**src/rtl/alu_defs.sv**
```systemverilog
`default_nettype none
// alu_defs: shared ALU opcodes and the divider sequencer state type.
// Rev 1.0
package alu_defs;

  localparam int unsigned OP_W = 3;

  localparam logic [OP_W-1:0] ADD_ = 3'd0;
  localparam logic [OP_W-1:0] SUB_ = 3'd1;
  localparam logic [OP_W-1:0] AND_ = 3'd2;
  localparam logic [OP_W-1:0] OR_  = 3'd3;
  localparam logic [OP_W-1:0] XOR_ = 3'd4;

  typedef enum logic [1:0] {
    DS_IDLE = 2'd0,
    DS_RUN  = 2'd1,
    DS_DONE = 2'd2
  } divseq_state_t;

endpackage
`default_nettype wire

```
**src/rtl/alu_divmod_seq_if.sv**
```systemverilog
`default_nettype none
// alu_divmod_seq_if: operand/opcode/flags bus between the divider and the shared ALU.
// Rev 1.0
interface alu_divmod_seq_if
  import alu_defs::*;
#(
  parameter int N = 8
);
  logic            alu_req_o;
  logic [N-1:0]    alu_a_o;
  logic [N-1:0]    alu_b_o;
  logic [OP_W-1:0] alu_op_o;
  logic [N-1:0]    alu_result_i;
  logic [1:0]      alu_flags_i;

  modport master (
    output alu_req_o, alu_a_o, alu_b_o, alu_op_o,
    input  alu_result_i, alu_flags_i
  );

  modport slave (
    input  alu_a_o, alu_b_o, alu_op_o,
    output alu_result_i, alu_flags_i
  );
endinterface
`default_nettype wire

```
**src/rtl/alu_divmod_seq.sv**
```systemverilog
`default_nettype none
// alu_divmod_seq: iterative unsigned x/m and x mod m by repeated SUB_ on the shared ALU.
// Rev 1.0
module alu_divmod_seq
  import alu_defs::*;
#(
  parameter int N = 8
) (
  input  logic           clk_i,
  input  logic           rst_ni,
  input  logic           start_i,
  input  logic [N-1:0]   x_i,
  input  logic [N-1:0]   m_i,
  output logic           busy_o,
  output logic           done_o,
  output logic           err_o,
  output logic [N-1:0]   q_o,
  output logic [N-1:0]   r_o,
  alu_divmod_seq_if.master alu
);
  localparam logic [N-1:0] ONE = {{(N-1){1'b0}}, 1'b1};

  divseq_state_t state_q;
  logic [N-1:0]  r_q;
  logic [N-1:0]  q_q;
  logic [N-1:0]  m_q;
  logic          err_q;
  logic          w_bad_op;
  logic          unused_zero_flag;

  // Operands with the MSB set would break the sign-flag compare, so reject them up front.
  assign w_bad_op = (m_i == '0) | x_i[N-1] | m_i[N-1];
  assign unused_zero_flag = alu.alu_flags_i[0];

  always_ff @(posedge clk_i or negedge rst_ni) begin
    if (!rst_ni) begin
      state_q <= DS_IDLE;
      r_q     <= '0;
      q_q     <= '0;
      m_q     <= '0;
      err_q   <= 1'b0;
    end else begin
      case (state_q)
        DS_IDLE: begin
          if (start_i) begin
            m_q <= m_i;
            q_q <= '0;
            if (w_bad_op) begin
              err_q   <= 1'b1;
              r_q     <= '0;
              state_q <= DS_DONE;
            end else begin
              err_q   <= 1'b0;
              r_q     <= x_i;
              state_q <= DS_RUN;
            end
          end
        end
        DS_RUN: begin
          if (!alu.alu_flags_i[1]) begin
            r_q <= alu.alu_result_i;
            q_q <= q_q + ONE;
          end else begin
            state_q <= DS_DONE;
          end
        end
        DS_DONE: state_q <= DS_IDLE;
        default: state_q <= DS_IDLE;
      endcase
    end
  end

  always_comb begin
    alu.alu_req_o = 1'b0;
    alu.alu_a_o   = '0;
    alu.alu_b_o   = '0;
    alu.alu_op_o  = '0;
    if (state_q == DS_RUN) begin
      alu.alu_req_o = 1'b1;
      alu.alu_a_o   = r_q;
      alu.alu_b_o   = m_q;
      alu.alu_op_o  = SUB_;
    end
  end

  assign busy_o = (state_q == DS_RUN);
  assign done_o = (state_q == DS_DONE);
  assign err_o  = err_q;
  assign q_o    = q_q;
  assign r_o    = r_q;
endmodule
`default_nettype wire

```
**src/flat_wrapper.sv**
```systemverilog
// flat-port wrapper written by rule: the top's interface ports become plain ports
module alu_divmod_seq_flat import alu_defs::*;
#(
  parameter int N = 8
)
  (clk_i, rst_ni, start_i, x_i, m_i, busy_o, done_o, err_o, q_o, r_o, alu_alu_req_o, alu_alu_a_o, alu_alu_b_o, alu_alu_op_o, alu_alu_result_i, alu_alu_flags_i);
  alu_divmod_seq_if #(.N(N)) alu_i ();
  input  logic clk_i;
  input  logic rst_ni;
  input  logic start_i;
  input  logic [N-1:0] x_i;
  input  logic [N-1:0] m_i;
  output logic busy_o;
  output logic done_o;
  output logic err_o;
  output logic [N-1:0] q_o;
  output logic [N-1:0] r_o;
  output wire logic [$bits(alu_i.alu_req_o)-1:0] alu_alu_req_o;
  output wire logic [$bits(alu_i.alu_a_o)-1:0] alu_alu_a_o;
  output wire logic [$bits(alu_i.alu_b_o)-1:0] alu_alu_b_o;
  output wire logic [$bits(alu_i.alu_op_o)-1:0] alu_alu_op_o;
  input wire logic [$bits(alu_i.alu_result_i)-1:0] alu_alu_result_i;
  input wire logic [$bits(alu_i.alu_flags_i)-1:0] alu_alu_flags_i;
  assign alu_alu_req_o = alu_i.alu_req_o;
  assign alu_alu_a_o = alu_i.alu_a_o;
  assign alu_alu_b_o = alu_i.alu_b_o;
  assign alu_alu_op_o = alu_i.alu_op_o;
  assign alu_i.alu_result_i = alu_alu_result_i;
  assign alu_i.alu_flags_i = alu_alu_flags_i;
  alu_divmod_seq #(.N(N)) u_core (.clk_i(clk_i), .rst_ni(rst_ni), .start_i(start_i), .x_i(x_i), .m_i(m_i), .busy_o(busy_o), .done_o(done_o), .err_o(err_o), .q_o(q_o), .r_o(r_o), .alu(alu_i));
endmodule
```
**config.mk**
```make
export PLATFORM = sky130hd
export DESIGN_NAME = alu_divmod_seq_flat
export DESIGN_NICKNAME = d
export VERILOG_FILES = /design/src/rtl/alu_defs.sv /design/src/rtl/alu_divmod_seq_if.sv /design/src/rtl/alu_divmod_seq.sv /design/src/flat_wrapper.sv
export SDC_FILE = /design/constraint.sdc
export NUM_CORES = 1
export LEC_CHECK = 0
export BUFFER_PORTS_ARGS = -buffer_cell sky130_fd_sc_hd__buf_2
export CAP_MARGIN = 20
export CORE_MARGIN = 2
export CORE_UTILIZATION = 30
export DETAILED_ROUTE_END_ITERATION = 10
export GPL_TIMING_DRIVEN = 1
export SYNTH_ARGS = -nofsm -noshare
export SYNTH_HDL_FRONTEND = slang
export SYNTH_SLANG_ARGS = --single-unit
```
**constraint.sdc**
```tcl
create_clock -name clk_i -period 2.35 [get_ports clk_i]
set_input_delay 0.3525 -clock clk_i [delete_from_list [all_inputs] [get_ports clk_i]]
set_output_delay 0.3525 -clock clk_i [all_outputs]
set_load 0.01 [all_outputs]
```
; Word-level counts from Yosys, hierarchy flattened
; Cells that the tools add are included.
[op_classes]
div = 0
n_bitwise = 2
n_lt_le_gt_ge = 0
reduce_logical = 6
mux = 16
multipliers = 0
n_eq_ne = 5
addsub = 1
shifts = 0
[ops]
columns = op, n
row1 = $mux 8, 7
row2 = $pmux 8 s2, 2
row3 = $add 8x1->8 const B, 1
row4 = $logic_not 8->1, 1
row5 = $mux 2, 3
row6 = $ne 2x2->1 const B, 2
row7 = $pmux 2 s2, 1
row8 = $reduce_and 2->1, 2
row9 = $mux 1, 3
row10 = $reduce_and 3->1, 1
row11 = $eq 2x1->1 const B, 1
row12 = $eq 2x2->1 const B, 1
row13 = $logic_not 2->1, 1
row14 = $ne 2x1->1 const B, 1
row15 = $or 1x1->1, 2
row16 = $reduce_bool 2->1, 1
[totals]
latch_bits = 0
mem_count = 0
word_cells = 35
mem_bits_ro = 0
input_bits = 29
ram_bits = 0
register_bits = 27

; Depth between registers and ports, before layout
[depth]
depth_word = 6
ltp_mapped = 6
mapped_depth_nobuf = 4

; Worst setup path after synthesis
; Ideal clock, no wire load.
[synth_path]
path_type = register to output
start = register u_core.state_q[0]
end = output alu_alu_a_o[6]
t_arrival_ns = 1.339
required_time_ns = 1.997
setup_slack_ns = 0.659
stages_incl_launch_ff = 6
cell_sequence = dfrtp_1 buf_2 nor2b_1 clkbuf_1 clkbuf_1 and2_1
[synth_between]
elab_chain_len = 2
[synth_lines]
columns = element, line_no
row1 = "start, declared", alu_divmod_seq.sv:23  ; divseq_state_t state_q;
row2 = "start signal, assigned", alu_divmod_seq.sv:37  ; state_q <= DS_IDLE;
row3 = "start signal, assigned", alu_divmod_seq.sv:51  ; state_q <= DS_DONE;
row4 = "start signal, assigned", alu_divmod_seq.sv:55  ; state_q <= DS_RUN;
row5 = $eq 2x1->1, alu_divmod_seq.sv:78  ; if (state_q == DS_RUN) begin
row6 = $mux 8, alu_divmod_seq.sv:78
row7 = "end, declared", flat_wrapper.sv:19  ; output wire logic [$bits(alu_i.alu_a_o)-1:0] alu_alu_a_o;
; No other way between the ends.

; Worst setup path after layout
[layout_path]
start = register u_core.state_q[1]
end = register u_core.r_q[5], in the netlist u_core.r_o[5]
[layout_between]
elab_chain_len = 3
elab_cells_between_ends = 7
cone_classes = eq/ne (3) / mux (1) / reduce/logical (3)
[layout_lines]
columns = element, line_no
row1 = $eq 2x1->1 or $logic_not 2->1 (tied branches), alu_divmod_seq.sv:43  ; case (state_q)
row2 = $ne 2x2->1 (no source line) or $reduce_bool 2->1 (tied branches), n/a
row3 = $reduce_and 3->1 (no source line), n/a
row4 = "end signal, assigned", alu_divmod_seq.sv:54  ; r_q <= x_i;
row5 = "end signal, assigned", alu_divmod_seq.sv:61  ; r_q <= alu.alu_result_i;
row6 = "end, declared", alu_divmod_seq.sv:24  ; logic [N-1:0] r_q;
; Parallel ways exist; a longest one is shown, timed or not.
; A chain may end at the register's enable or synchronous reset.

==> impl_metrics.tcl <==
set metrics [dict create \
    yosys.area_share.simple_pct 26.74 \
    drive_gt1_share_pct 35.16 \
    grt_pass1_wl_mm 6.216 \
    power_density_nw_per_um2 590.4 \
    synth_compound_area_share_pct 17.80 \
    synth_edf_count 0 \
    row_count 25 \
    ys_ff_latch 27 \
    track_usage_pct 14.42 \
    ios 68 \
    ant_nets 0 \
    cts_resized 0 \
    place.gp.congestion 0.7681 \
    critPathArrivalTime_ns 2.01 \
    drt_pre_antenna_iters 4 \
    critPathLaunchType "register" \
    dpl_cell_area_sq_um 1881 \
    grt_pass1_vias 1331 \
    outcome "completed" \
    synth_fa_ha_area_share_pct 0.8278 \
    dieArea_sq_um 5622 \
    worstSetupStartpoint "u_core.state_q[1]" \
    switching_power_mw 0.3564 \
    timing.setup.tns_ns 0 \
    final_cell_area_sq_um 1927 \
    drt-total-wl_mm 3.783 \
    cp_max_fo 10 \
    cts.clk_slew.worst_paths_ns 0.10 \
    ys_top_cells_by_count "nand2_1, dfrtp_1, and2_1, a22o_1, a221o_1" \
    hold_class "in -> async" \
    htreeDepth 1 \
    clkPwrFrac_pct 23.8 \
    worst_clock_skew_ns 0.007852 \
    max_freq_mhz 559.7 \
    cts_buffers 3 \
    peakVddDrop_mv 0.2319 \
    rsz0062_at_grt "no" \
    synthFlopType "dfrtp_1" \
    synth_top_family_by_area "simple AND/OR/NAND/NOR gates" \
    seqPwrFrac_pct 50.5 \
    finalHoldViolCount 0 \
    slowest_stage "dfrtp_1" \
    core_sq_um 4786 \
    worst_pin_slew_ns 0.6645 \
    intPower_mw 0.7812 \
    combPwrFrac_pct 25.7 \
    dp_hpwl_mm 2.727 \
    synth_area_leader_cell "dfrtp_1" \
    vias_per_cell 4.706 \
    fin_ws_ns 0.5633 \
    area_growth_pct 27.48 \
    place_inst 282 \
    reg2reg_setup_slack_ns 0.56 \
    relSlewSlack_pct 55.61 \
    fp.dieW_microns 74.98 \
    synth.most_common_cell "nand2_1" \
    synthTopCellsByArea "dfrtp_1, and2_1, nand2_1" \
    antennaDiodeCount 0 \
    clock-root-buffer "clkbuf_8" \
    clk_latency_ns 0.27 \
    cts_hold_buf 0 \
    p_leak_nw 1.031 \
    post-place-ws_ns 0.5075 \
    grt_max_degree 28 \
    portBuffers 64 \
    finalPower_mw 1.138 \
    crit_chain "or3b_1 > a2111oi_4 > a221o_1" \
    period_needed_ns 1.787 \
    synth_mux_area_share_pct 3.394 \
    synthArstFlopShare_pct 100.0 \
    ys_seq_area_share_pct 44.70 \
    vias 1346 \
    initial_utilization_pct 31.58 \
    ys_warn_count 0 \
    worst_hold_slack_ns 0.08409 \
    final_util_pct 40.26 \
    switching_share_pct 31.33 \
    critical_path_required_ns 2.57 \
    wl_per_cell_microns 13.23 \
    drt_iter0_markers 41 \
    tritoncts "done" \
    antenna_found_initial 0 \
    drv_cap 0 \
    synth.avg_cell_area_sq_um 9.566 \
    critical_path.max_stage_delay_ns 0.50 \
    timing.rr.start "u_core.state_q[1]" \
    period_share_pct 76.03 \
    nets 250 \
    clock_sinks 27 \
    grt_overflow 0 \
    synth-xor-area-share_pct 0 \
    synth_area_sq_um 1511 \
    setup_viol_count_final 0 \
    drc_errors 0 \
    drv_slew 0 \
    fillerInstances 491 \
    postSynthCellCount 158 \
    synth_top_area_share_pct 44.70 \
    clockBufferDepth 2 \
    postCtsSetupBuffers 0 \
    instances_no_fill 286 \
    synth.distinct_cells 37 \
    cp-end-kind "register" \
    critical_path_class "reg -> reg" \
    fp.dieH_microns 74.98 \
]
[cells in the final DEF, fill, tap and decap left out]
cell / instances
or4b_2: 1
nor4_1: 4
conb_1: 2
buf_2: 64
o31ai_1: 1
o211ai_1: 1
and2_1: 24
nand3_1: 1
buf_4: 6
o41ai_1: 1
nand4_1: 1
or2b_1: 1
mux2_2: 1
o21bai_1: 1
nor2_1: 4
nor4b_1: 1
inv_1: 3
mux2i_1: 4
a221o_1: 7
a21oi_1: 3
or3b_1: 1
nor3_1: 1
nand2b_1: 3
o21ai_0: 1
ha_1: 1
a21o_1: 1
a22o_1: 12
nor2b_1: 2
a211oi_1: 1
clkbuf_8: 3
dfrtp_1: 27
or4_1: 1
nand2_1: 31
a2111oi_4: 1
clkinv_2: 1
nor3b_1: 1
[worst paths after layout]
kind / cells after the start / end
min: 1 / u_core.r_o[5]
max: 3 / u_core.r_o[5]
min in group clk_i: 3 / u_core.m_q[6]
max reg2reg: 3 / u_core.r_o[5]
min reg2reg: 2 / u_core.m_q[4]
max in group asynchronous: 1 / u_core.m_q[1]
[routing by layer]
metal | track usage, % | part of all wire (%) | vias up
li1 | - | - | 666
met1 | 20.02 | 48 | 630
met2 | 22.42 | 44 | 46
met3 | 2.677 | 6.5 | 4
met4 | 5.357 | 1.1 | 0
met5 | 0 | 0 | -
[sequential cells by signal (all words and copies together) (netlist names)]
register	count
u_core.m_q	8
u_core.r_o	8
u_core.state_q	2
u_core.q_o	8
u_core.err_o	1
[kinds of logic (layout without fill, tap and decap cells)]
kind of cell | Yosys count | after routing
AND/OR/NAND/NOR | 77 | 77
AO/OA/AOI/OAI | 30 | 30
flip-flops | 27 | 27
buffers and inverters | 17 | 77
multiplexers | 5 | 5
adder cells (fa/ha/maj) | 1 | 1
other | 1 | 2
[cell type report]
class                      instances  area (sq um)  area share [%]
multi-input combinational        115         744.5           38.64
clock inverter                     1         5.005          0.2597
timing repair buffer              70         365.4           18.96
tap                               67         83.83           4.351
inverter                           3         11.26          0.5844
clock buffer                       3         41.29           2.143
sequential                        27         675.6           35.06
[power by group through the flow]
stage	logic [mW]	clock network, mW	registers (mW)
final	0.293	0.271	0.574
after global routing	0.329	0.302	0.586
after CTS	0.296	0.283	0.575
after detailed placement	0.296	0	0.583
after global placement	0.292	0	0.581
after floorplan	0.180	0	0.580
[worst max-delay path: cells and delay by family, from the launching register on]
kind               cells  cell delay, ns
and+or+nand+nor        1            0.47
DFF                    1            0.50
AOI/OAI and AO/OA      2            0.76
(Power assumes the default switching activity.)
